$ cat src/rtl/mem_arb_pkg.sv
// Shared types for the 2:1 memory arbiter: port identifiers and the 16B memory
// request/response message layouts used on every port.
package mem_arb_pkg;

    typedef logic port_id_t;

    localparam port_id_t PORT_ICACHE = 1'b0;
    localparam port_id_t PORT_DCACHE = 1'b1;

    typedef struct packed {
        logic [2:0]   msg_type;
        logic [7:0]   opaque;
        logic [31:0]  addr;
        logic [3:0]   len;
        logic [127:0] data;
    } mem_req_16B_t;

    typedef struct packed {
        logic [2:0]   msg_type;
        logic [7:0]   opaque;
        logic [1:0]   test;
        logic [3:0]   len;
        logic [127:0] data;
    } mem_resp_16B_t;

endpackage

$ cat src/rtl/mem_arb_id_fifo.sv
// In-order FIFO of port IDs for requests issued to memory; the head tells the
// arbiter which cache the next memory response belongs to.
module mem_arb_id_fifo
    import mem_arb_pkg::*;
#(
    parameter int DEPTH = 4
) (
    input  logic                           clk,
    input  logic                           reset,
    input  logic                           push,
    input  port_id_t                       push_id,
    input  logic                           pop,
    output port_id_t                       head,
    output logic [$clog2(DEPTH+1)-1:0]     count,
    output logic                           full,
    output logic                           empty
);

    localparam int PW = $clog2(DEPTH);
    localparam int CW = $clog2(DEPTH + 1);

    port_id_t        slots [DEPTH];
    logic [PW-1:0]   wr_ptr;
    logic [PW-1:0]   rd_ptr;
    logic            do_push;
    logic            do_pop;

    // Full blocks a push even when a pop lands in the same cycle.
    assign do_push = push && !full;
    assign do_pop  = pop && !empty;

    assign full  = (count == CW'(DEPTH));
    assign empty = (count == '0);
    assign head  = slots[rd_ptr];

    always_ff @(posedge clk or posedge reset) begin
        if (reset) begin
            wr_ptr <= '0;
            rd_ptr <= '0;
            count  <= '0;
        end else begin
            if (do_push) wr_ptr <= wr_ptr + 1'b1;
            if (do_pop)  rd_ptr <= rd_ptr + 1'b1;
            case ({do_push, do_pop})
                2'b10:   count <= count + 1'b1;
                2'b01:   count <= count - 1'b1;
                default: count <= count;
            endcase
        end
    end

    // Contents need no reset: the pointers alone define which slots are live.
    always_ff @(posedge clk) begin
        if (do_push) slots[wr_ptr] <= push_id;
    end

endmodule

$ cat src/rtl/mem_arbiter_2to1.sv
// Round-robin merge of icache/dcache refill requests onto one memory port, with
// in-order routing of memory responses back to the issuing cache.
module mem_arbiter_2to1
    import mem_arb_pkg::*;
#(
    parameter int MAX_OUTSTANDING = 4
) (
    input  logic          clk,
    input  logic          reset,

    input  mem_req_16B_t  in0req_msg,
    input  logic          in0req_val,
    output logic          in0req_rdy,
    output mem_resp_16B_t in0resp_msg,
    output logic          in0resp_val,
    input  logic          in0resp_rdy,

    input  mem_req_16B_t  in1req_msg,
    input  logic          in1req_val,
    output logic          in1req_rdy,
    output mem_resp_16B_t in1resp_msg,
    output logic          in1resp_val,
    input  logic          in1resp_rdy,

    output mem_req_16B_t  memreq_msg,
    output logic          memreq_val,
    input  logic          memreq_rdy,
    input  mem_resp_16B_t memresp_msg,
    input  logic          memresp_val,
    output logic          memresp_rdy,

    output logic          err_unexpected_resp
);

    localparam int CW = $clog2(MAX_OUTSTANDING + 1);

    logic [1:0]     req_val_vec;
    logic [1:0]     req_rdy_vec;
    logic [1:0]     resp_val_vec;
    logic [1:0]     resp_rdy_vec;
    logic           can_issue;
    logic           do_grant;
    port_id_t       grant_id;
    port_id_t       last_grant;
    port_id_t       head_id;
    logic           fifo_full;
    logic           fifo_empty;
    logic [CW-1:0]  fifo_count;
    logic           memresp_fire;

    assign req_val_vec  = {in1req_val, in0req_val};
    assign resp_rdy_vec = {in1resp_rdy, in0resp_rdy};

    // The output register can take a new request if it is empty or draining now.
    assign can_issue = (!memreq_val || memreq_rdy) && !fifo_full;
    assign do_grant  = can_issue && (in0req_val || in1req_val);

    always_comb begin
        grant_id = PORT_ICACHE;
        if (in0req_val && in1req_val) grant_id = ~last_grant;
        else if (in1req_val)          grant_id = PORT_DCACHE;
    end

    genvar gi;
    generate
        for (gi = 0; gi < 2; gi++) begin : g_port
            assign req_rdy_vec[gi]  = do_grant && (grant_id == port_id_t'(gi));
            assign resp_val_vec[gi] = memresp_val && !fifo_empty && (head_id == port_id_t'(gi));
        end
    endgenerate

    assign in0req_rdy  = req_rdy_vec[0];
    assign in1req_rdy  = req_rdy_vec[1];
    assign in0resp_val = resp_val_vec[0];
    assign in1resp_val = resp_val_vec[1];

    // Both caches see the response payload; only the valid is steered.
    assign in0resp_msg  = memresp_msg;
    assign in1resp_msg  = memresp_msg;
    assign memresp_rdy  = !fifo_empty && resp_rdy_vec[head_id];
    assign memresp_fire = memresp_val && memresp_rdy;

    always_ff @(posedge clk or posedge reset) begin
        if (reset) begin
            memreq_val <= 1'b0;
            memreq_msg <= '0;
            last_grant <= PORT_DCACHE;
        end else if (do_grant) begin
            memreq_val <= 1'b1;
            memreq_msg <= (grant_id == PORT_DCACHE) ? in1req_msg : in0req_msg;
            last_grant <= grant_id;
        end else if (memreq_rdy) begin
            memreq_val <= 1'b0;
        end
    end

    always_ff @(posedge clk or posedge reset) begin
        if (reset) begin
            err_unexpected_resp <= 1'b0;
        end else if (memresp_val && (fifo_count == '0)) begin
            err_unexpected_resp <= 1'b1;
        end
    end

    mem_arb_id_fifo #(
        .DEPTH (MAX_OUTSTANDING)
    ) u_id_fifo (
        .clk     (clk),
        .reset   (reset),
        .push    (do_grant),
        .push_id (grant_id),
        .pop     (memresp_fire),
        .head    (head_id),
        .count   (fifo_count),
        .full    (fifo_full),
        .empty   (fifo_empty)
    );

endmodule

$ cat config.mk
export PLATFORM = sky130hd
export DESIGN_NAME = mem_arbiter_2to1
export DESIGN_NICKNAME = d
export VERILOG_FILES = /design/src/rtl/mem_arb_pkg.sv /design/src/rtl/mem_arb_id_fifo.sv /design/src/rtl/mem_arbiter_2to1.sv
export SDC_FILE = /design/constraint.sdc
export NUM_CORES = 1
export LEC_CHECK = 0
export CAP_MARGIN = 20
export CORE_AREA = 4 4 377 379
export DETAILED_ROUTE_END_ITERATION = 8
export DIE_AREA = 0 0 381 383
export GPL_ROUTABILITY_DRIVEN = 0
export GPL_TIMING_DRIVEN = 0
export MAX_ROUTING_LAYER = met4
export PLACE_DENSITY = 0.3
export SLEW_MARGIN = 20
export SYNTH_ARGS = -nofsm -noshare
export SYNTH_HDL_FRONTEND = slang
export SYNTH_SLANG_ARGS = --single-unit
$ cat constraint.sdc
create_clock -name clk -period 11.9 [get_ports clk]
set_input_delay 2.975 -clock clk [delete_from_list [all_inputs] [get_ports clk]]
set_output_delay 2.975 -clock clk [all_outputs]
set_load 0.05 [all_outputs]
==> results.toml, run 1 <==
[run_status]
status = "complete, no violations"

[clock_network]
cts.sinks = 189
post_cts_buffers = 0
clockRootBuffer = "clkbuf_16"
cts.htree.levels = 4
cts_tree = "done"
hold_buffers = 0
cts_resized = 0
clock_latency_ns = 0.54
cts.clk_slew.worst_paths_ns = 0.08
cts_buffers = 17
clk_path_buf_depth = 2

[pwr]
ir_drop_uv = 69.7
p_seq_frac = 0.236
internal_power_w = 0.00229
comb_power_share = 0.641
power-per-cell-area_nw_per_um2 = 222
netSwitchingFraction = 0.536
switchingPower_w = 0.00264
p_leak_nw = 9.17
p_clk_frac = 0.123

[global_route]
antenna_found_initial = 2
grt_max_degree = 85
grt_overflow_total = 0
grt_pass1_vias = 11835
grt_pass1_wl_mm = 90.9
grt_usage = 0.0912

[timing]
drv_slew = 0
finalSetupTns_ns = 0
setup_viol = 0
hold_viol = 0
max_slew.worst_pin.slew_ns = 0.756
post-route-min-period_ns = 8.66
slew_headroom = 0.494
min_period_over_period = 0.728
rsz0062_at_grt = "no"
finClkSkew_ns = 0.0251
holdWs_ns = 0.466
clock.fmax_mhz = 115
setup_slack_ns = 3.24

[floorplanning]
rows = 137
dieArea_um2 = 146000
io_pins = 975
start_util = 0.0792
dieHeight_um = 383
die_x_um = 381
coreArea_um2 = 139000

[synthesis]
ys_seq_area_frac = 0.432
synth_area_um2 = 11000
synthTopCellsByArea = "dfrtp_1 (42%), buf_4 (20%), mux2i_1 (17%), o21ai_1 (7.6%), nand2_1 (6.0%)"
syn_avg_cell_area_um2 = 9.87
ys_seq_elements = 189
yosysWarnings = 0
syn_nets = 1623
async_flop_share = 0.979
netlist_instances = 1114
synth-edff-count = 4
yosysTopAreaCell = "dfrtp_1"
synth_top_area_frac = 0.419
synth.distinct_cells = 30
synth_ff_type = "dfrtp_1"

[detailed_routing]
viasPerCell = 2.83
vias = 10703
ant_nets = 0
wl_per_cell_um = 17.7
drc_errors = 0
first_pass_iters = 4
drtIter0Drc = 342
wirelength_mm = 67.1

[worst_setup_path]
worstPathMaxFanout = 10
cp-start-kind = "input pin"
required_ns = 8.93
r2r-start = "u_id_fifo.count[0]$_DFFE_PP0P_"
cp.arrival_ns = 5.68
end_kind = "output pin"
startpoint = "memreq_rdy"
crit_type = "in2out"

[hold_path]
min-delay-start = "err_unexpected_resp$_DFFE_PP0P_"
hp-class = "reg2reg"

[placement]
place_area_um2 = 21600
port_buffers = 829
hpwl_mm = 57.6
dp_worst_setup_slack_ns = 3.11

[layout]
regArea_um2 = 4750
multi_input_area_um2 = 3640
final_net_count = 2473
layout-drive-gt1-share = 0.188
fin_area_um2 = 22200
nFillCells = 15612
areaGrowthSynthToFinish_pct = 102

[flow_run]
maxCapViolations = 0
==> logic make-up (layout without fill, tap and decap cells) <==
kind of cell,after synthesis,in the layout,synth area share
and+or+nand+nor,192,192,0.0684
DFF,189,189,0.432
AOI/OAI and AO/OA,183,183,0.0859
other,0,4,0
buffers and inverters,357,1220,0.237
adders and majority gates,6,6,0.00751
muxes,182,182,0.166
xor gates and xnor gates,5,5,0.00398
==> critical path, cell delays in order <==
cell	delay, ns
clkdlybuf4s50_1	0.47
inv_1	0.08
a211oi_4	0.49
inv_2	0.07
buf_6	0.17
buf_6	0.20
buf_6	0.19
nor2_1	0.13
clkdlybuf4s50_1	0.87
==> sequential cells by signal (all words and copies together) (netlist names) <==
| name | flops |
|---|---|
| u_id_fifo.slots | 4 |
| u_id_fifo.count | 3 |
| last_grant | 1 |
| err_unexpected_resp | 1 |
| memreq_val | 1 |
| u_id_fifo.wr_ptr | 2 |
| u_id_fifo.rd_ptr | 2 |
| memreq_msg | 175 |
==> routing by layer <==
layer | GRT usage | up-vias | share of wire
met3 | 0.0361 | 28 | 0.090
met2 | 0.156 | 560 | 0.50
met4 | 0.0232 | 0 | 0.014
met5 | - | - | 0
li1 | - | 5106 | -
met1 | 0.0989 | 5009 | 0.39
==> final cells by class <==
cell class                 instances  area share
clock buffer                      18      0.0198
sequential                       189       0.214
inverter                           8     0.00169
clock inverter                    14     0.00558
buffer                           349       0.116
antenna                            4    0.000451
timing repair buffer             831       0.376
multi-input combinational        568       0.164
tap                             1807       0.102
==> per-stage QoR <==
stage / utilization / total power, W / cells
2_1_floorplan: - / 0.00306 / 1114
3_3_place_gp: 0.155 / 0.00440 / 3750
3_5_place_dp: 0.156 / 0.00441 / 3752
4_1_cts: 0.160 / 0.00507 / 3784
5_1_grt: 0.160 / 0.00521 / 3785
6_report: 0.160 / 0.00493 / 3788
==> cell usage in the layout (no fill, tap or decap), types with 2 or more instances in the layout <==
cell,n
clkdlybuf4s50_1,829
clkbuf_16,17
inv_8,5
inv_1,6
buf_4,292
clkbuf_2,2
clkbuf_1,16
dfrtp_1,184
xor2_1,3
o21ai_0,10
buf_16,2
o21ai_1,167
mux2i_1,182
xnor2_1,2
nor2_1,6
clkinv_2,2
buf_6,19
and2_1,5
ha_1,5
a21o_1,2
inv_6,4
edfxtp_1,4
buf_2,20
nand2_1,176
clkinv_4,3
diode_2,4
==> Yosys cell counts (2+ instances only) <==
library cell  count
xnor2_1           2
a21o_1            2
nor2_1            6
buf_2            20
nand2_1         176
inv_1             7
o21ai_1         167
clkbuf_1         17
and2_1            5
buf_6            19
buf_4           292
edfxtp_1          4
dfrtp_1         184
o21ai_0          10
ha_1              5
xor2_1            3
mux2i_1         182
==> worst paths after layout <==
check,slack (ns),endpoint,cells after the start
worst max-delay path,3.24,in0req_rdy,9
worst min-delay path,0.47,err_unexpected_resp$_DFFE_PP0P_,1
worst max register to register,8.87,u_id_fifo.count[2]$_DFFE_PP0P_,12
worst min register to register,0.47,err_unexpected_resp$_DFFE_PP0P_,1
max in group asynchronous,8.30,memreq_msg[122]$_DFFE_PP0N_,3
min in group asynchronous,2.79,memreq_msg[34]$_DFFE_PP0N_,2
==> power groups by stage <==
stage | registers (W) | logic, W | clock network [W]
finish | 0.00116 | 0.00316 | 0.000605
global route | 0.00121 | 0.00333 | 0.000667
CTS | 0.00117 | 0.00324 | 0.000660
detailed placement | 0.00118 | 0.00323 | 0
global placement | 0.00117 | 0.00323 | 0
floorplan | 0.00222 | 0.000839 | 0
(Power assumes the default switching activity.)
==> run 2: changes to the inputs <==
--- a/config.mk
+++ b/config.mk
@@ -6,9 +6,9 @@
 export NUM_CORES = 1
 export LEC_CHECK = 0
 export CAP_MARGIN = 20
-export CORE_AREA = 4 4 377 379
+export CORE_AREA = 4 4 379 381
 export DETAILED_ROUTE_END_ITERATION = 8
-export DIE_AREA = 0 0 381 383
+export DIE_AREA = 0 0 383 385
 export GPL_ROUTABILITY_DRIVEN = 0
 export GPL_TIMING_DRIVEN = 0
 export MAX_ROUTING_LAYER = met4
==> constraint.sdc (replaced) <==
create_clock -name clk -period 7.89 [get_ports clk]
set_input_delay 1.9725 -clock clk [delete_from_list [all_inputs] [get_ports clk]]
set_output_delay 1.9725 -clock clk [all_outputs]
set_load 0.05 [all_outputs]
==> results.toml, run 2 (synthesis gave the netlist of run 1 again) <==
[timing]
min_period_over_period = 0.860
max_slew.worst_pin.slew_ns = 1.02
slew_headroom = 0.322
hold_viol = 0
finalSetupTns_ns = 0
setup_viol = 0
post-route-min-period_ns = 6.78
drv_slew = 0
rsz0062_at_grt = "no"
clock.fmax_mhz = 147
finClkSkew_ns = 0.0106

[floorplanning]
start_util = 0.0783
dieHeight_um = 385
rows = 138
io_pins = 975
dieArea_um2 = 147000
die_x_um = 383
coreArea_um2 = 141000

[clock_network]
cts_resized = 0
clock_latency_ns = 0.50
cts_buffers = 17
hold_buffers = 0
clockRootBuffer = "clkbuf_16"
cts.clk_slew.worst_paths_ns = 0.08
clk_path_buf_depth = 2
post_cts_buffers = 0
cts.sinks = 189
cts.htree.levels = 4
cts_tree = "done"

[pwr]
p_leak_nw = 9.16
netSwitchingFraction = 0.533
power-per-cell-area_nw_per_um2 = 334
switchingPower_w = 0.00397
ir_drop_uv = 142
p_seq_frac = 0.235
comb_power_share = 0.639
internal_power_w = 0.00348
p_clk_frac = 0.126

[layout]
final_net_count = 2473
final_cell_mix = "clkdlybuf4s50_1 (829), buf_4 (292), dfrtp_1 (184), mux2i_1 (182), nand2_1 (176)"
fin_area_um2 = 22300
largestRegisters = "memreq_msg: 175 flops, u_id_fifo.slots: 4 flops, u_id_fifo.count: 3 flops"
largest_reg_flops = 175
areaGrowthSynthToFinish_pct = 103
layout_commonest_cell = "clkdlybuf4s50_1"
regMostFlops = "memreq_msg"
nFillCells = 15926
layout-drive-gt1-share = 0.188

[worst_setup_path]
crit_buf_inv = 6
worstPathMaxFanout = 10
regToRegSetupSlack_ns = 4.87
cpPeakStageDelay_ns = 0.85
cp_slowest_cell = "clkdlybuf4s50_1"
path_delay_family = "buffers and inverters"
cp-start-kind = "input pin"
end_kind = "output pin"
cpMostUsedCell = "buf_6"
crit_type = "in2out"
required_ns = 5.92
cp_cell_sequence = "clkdlybuf4s50_1, nor2_1, a211oi_4, inv_2, buf_6, buf_6, buf_6, nor2_1, clkdlybuf4s50_1"
cp.arrival_ns = 4.81

[global_route]
grt_pass1_vias = 12074
grt_overflow_total = 0
grt_usage = 0.0925
grt_pass1_wl_mm = 92.9
grt_max_degree = 83
antenna_found_initial = 10

[detailed_routing]
vias = 10840
wirelength_mm = 69.2
first_pass_iters = 5
drc_errors = 0
viasPerCell = 2.80
drtIter0Drc = 339
wl_per_cell_um = 17.9
ant_nets = 0

[run_status]
status = "complete, no violations"

[flow_run]
maxCapViolations = 0

[placement]
place_area_um2 = 21700
port_buffers = 829
hpwl_mm = 59.8

[hold_path]
hp-class = "reg2reg"
[run 2: cell types whose count changed in the layout (fill, tap and decap cells not counted)]
cell	change
clkbuf_1	+1
clkinvlp_4	+3
clkbuf_2	-1
diode_2	-1
bufinv_16	+1
inv_6	-2
clkinv_2	-2
[run 2: area by class of cell]
| cell class | count | area (um^2) | share of cell area |
|---|---|---|---|
| plain buffers | 349 | 2570 | 0.115 |
| well taps | 1890 | 2360 | 0.106 |
| repair buffers | 831 | 8350 | 0.374 |
| clock inverters | 14 | 149 | 0.00667 |
| diodes | 3 | 7.51 | 0.000336 |
| flip-flops and latches | 189 | 4750 | 0.213 |
| multi-input cells | 568 | 3640 | 0.163 |
| clock buffers | 18 | 439 | 0.0197 |
| inverters | 8 | 37.5 | 0.00168 |
[run 2: path summary, 6_finish.rpt]
kind	start	end	cells past startpoint
setup / recovery	in1req_val	in0req_rdy	9
hold / removal	err_unexpected_resp$_DFFE_PP0P_	err_unexpected_resp$_DFFE_PP0P_	1
setup reg to reg	last_grant$_DFFE_PP1N_	memreq_msg[87]$_DFFE_PP0N_	6
hold reg to reg	err_unexpected_resp$_DFFE_PP0P_	err_unexpected_resp$_DFFE_PP0P_	1
max in group asynchronous	reset	memreq_msg[168]$_DFFE_PP0N_	3
min in group asynchronous	reset	memreq_msg[5]$_DFFE_PP0N_	2
[run 2: power by group through the flow]
stage               clock, W  sequential, W  combinational (W)
finish              0.000940        0.00175            0.00476
global route         0.00105        0.00183            0.00504
CTS                  0.00102        0.00176            0.00488
detailed placement         0        0.00177            0.00488
global placement           0        0.00176            0.00488
floorplan                  0        0.00335            0.00127
[run 2: routing by layer]
metal | part of all wire | wire (um) | GRT usage | vias to the layer above
met5 | 0 | 0 | - | -
met4 | 0.016 | 1090 | 0.0243 | 0
met3 | 0.079 | 5500 | 0.0270 | 35
met2 | 0.50 | 34500 | 0.157 | 553
met1 | 0.41 | 28200 | 0.107 | 5130
li1 | - | - | - | 5122
[run 2: stage by stage]
step | utilization | hold slack (ns) | power [W] | setup WS (ns) | std cells
6_report | 0.159 | 0.473 | 0.00745 | 1.11 | 3870
5_1_grt | 0.159 | 0.499 | 0.00791 | 0.838 | 3870
4_1_cts | 0.159 | 0.483 | 0.00766 | 0.880 | 3867
3_5_place_dp | 0.155 | 0.460 | 0.00665 | 0.890 | 3835
3_3_place_gp | 0.154 | 0.445 | 0.00664 | -2.87 | 3833
2_1_floorplan | - | 0.454 | 0.00462 | 0.890 | 1114
==> run 3: changes to the inputs <==
--- a/config.mk
+++ b/config.mk
@@ -13,7 +13,8 @@
 export GPL_TIMING_DRIVEN = 0
 export MAX_ROUTING_LAYER = met4
 export PLACE_DENSITY = 0.3
-export SLEW_MARGIN = 20
+export SKIP_LAST_GASP = 1
 export SYNTH_ARGS = -nofsm -noshare
 export SYNTH_HDL_FRONTEND = slang
 export SYNTH_SLANG_ARGS = --single-unit
+export TNS_END_PERCENT = 10
==> results.toml, run 3 (synthesis gave the netlist of run 1 again) <==
[global_route]
grt_overflow_total = 0
grt_max_degree = 98
grt_pass1_wl_mm = 93.1
grt_usage = 0.0928
antenna_found_initial = 10
grt_pass1_vias = 12001

[timing]
hold_viol = 0
post-route-min-period_ns = 6.74
min_period_over_period = 0.854
finClkSkew_ns = 0.0196
rsz0062_at_grt = "no"
setup_slack_ns = 1.15
drv_slew = 0
setup_viol = 0
max_slew.worst_pin.slew_ns = 0.989
clock.fmax_mhz = 148
slew_headroom = 0.322
finalSetupTns_ns = 0

[layout]
final_cell_mix = "clkdlybuf4s50_1 (829), buf_4 (292), dfrtp_1 (184), mux2i_1 (182), nand2_1 (176)"
layout_commonest_cell = "clkdlybuf4s50_1"
utilization = 0.159
areaGrowthSynthToFinish_pct = 103
nFillCells = 15847
largest_reg_flops = 175
layout-drive-gt1-share = 0.187
regMostFlops = "memreq_msg"
largestRegisters = "memreq_msg: 175 flops, u_id_fifo.slots: 4 flops, u_id_fifo.count: 3 flops"
final_net_count = 2472

[detailed_routing]
viasPerCell = 2.78
wirelength_mm = 69.6
vias = 10774
first_pass_iters = 4
drc_errors = 0
drtIter0Drc = 315
ant_nets = 0
wl_per_cell_um = 18.0

[floorplanning]
rows = 138
io_pins = 975
dieArea_um2 = 147000
coreArea_um2 = 141000
die_x_um = 383
start_util = 0.0783
dieHeight_um = 385

[clock_network]
cts.sinks = 189
post_cts_buffers = 0
cts_buffers = 17
clock_latency_ns = 0.52
clk_path_buf_depth = 2
cts_resized = 0
cts.htree.levels = 4
cts.clk_slew.worst_paths_ns = 0.09
cts_tree = "done"
clockRootBuffer = "clkbuf_16"
hold_buffers = 0

[worst_setup_path]
crit_type = "in2out"
startpoint = "in1req_val"
end_kind = "output pin"
cp.depth = 9
critPathCapture = "in0req_rdy"
cpPeakStageDelay_ns = 0.84
worstPathMaxFanout = 11
r2r_end = "memreq_msg[94]$_DFFE_PP0N_"
cpMostUsedCell = "buf_6"
cp-start-kind = "input pin"
r2r-start = "last_grant$_DFFE_PP1N_"
regToRegSetupSlack_ns = 4.91
cp_slowest_cell = "clkdlybuf4s50_1"
cp_cell_sequence = "clkdlybuf4s50_1, nor2_1, a211oi_4, inv_2, buf_6, buf_6, buf_6, nor2_1, clkdlybuf4s50_1"
rr_worst_depth = 6
crit_buf_inv = 6
path_delay_family = "buffers and inverters"
cp.arrival_ns = 4.77
required_ns = 5.92

[run_status]
status = "complete, no violations"

[pwr]
ir_drop_uv = 121
p_leak_nw = 9.15
finalPower_w = 0.00744
power-per-cell-area_nw_per_um2 = 334

[placement]
hpwl_mm = 59.9
dp_worst_setup_slack_ns = 0.893
port_buffers = 829

[hold_path]
hp-class = "reg2reg"

[flow_run]
maxCapViolations = 0
[run 3: cell count changes in the layout (fill, tap and decap cells not counted)]
cell,before,now
clkbuf_8,1,0
inv_8,5,3
clkinvlp_4,4,2
diode_2,3,5
bufinv_16,1,0
clkinv_8,0,4
inv_6,2,3
buf_16,2,1
clkinv_2,0,1
[run 3: through the flow]
step,hold slack [ns],std cells,area [um^2]
after floorplan,0.454,1114,11000
after global placement,0.445,3833,21700
after detailed placement,0.464,3834,21700
after CTS,0.487,3866,22300
after global routing,0.507,3869,22300
final,0.478,3871,22300
[run 3: metal layers]
metal  vias up  routed length (um)  GRT usage
met5         -                   0          -
li1       5119                   -          -
met2       562               34600      0.157
met1      5060               27500      0.105
met3        33                6380     0.0313
met4         0                1110     0.0246
[run 3: area by class of cell]
type                       count  area [um^2]  area share
antenna                        5         12.5    0.000561
buffer                       349         2570       0.115
clock buffer                  17          425      0.0191
clock inverter                15          160     0.00718
inverter                       8         37.5     0.00168
multi-input combinational    568         3640       0.163
sequential                   189         4750       0.213
tap                         1890         2360       0.106
timing repair buffer         830         8330       0.373
[run 3: report_power, final]
part / switching [W] / internal (W)
Sequential: 0.000292 / 0.00146
Combinational: 0.00320 / 0.00156
Clock: 0.000507 / 0.000421
[run 3: worst register-to-register path, stage by stage, from the launching register on]
cell      delay, ns
dfstp_2        0.37
a21boi_0       0.13
buf_2          0.36
buf_2          0.56
buf_2          0.46
mux2i_1        0.87
o21ai_1        0.11
[run 3: worst min path at each step]
| stage | startpoint | end | slack (ns) | cells past startpoint |
|---|---|---|---|---|
| detailed placement | err_unexpected_resp$_DFFE_PP0P_ | err_unexpected_resp$_DFFE_PP0P_ | 0.46 | 1 |
| finish | err_unexpected_resp$_DFFE_PP0P_ | err_unexpected_resp$_DFFE_PP0P_ | 0.48 | 1 |
| global route | memreq_msg[146]$_DFFE_PP0N_ | memreq_msg[146]$_DFFE_PP0N_ | 0.51 | 2 |
| CTS | err_unexpected_resp$_DFFE_PP0P_ | err_unexpected_resp$_DFFE_PP0P_ | 0.49 | 1 |
| global placement | err_unexpected_resp$_DFFE_PP0P_ | err_unexpected_resp$_DFFE_PP0P_ | 0.45 | 1 |
| floorplan | u_id_fifo.count[2]$_DFFE_PP0P_ | u_id_fifo.count[2]$_DFFE_PP0P_ | 0.45 | 1 |
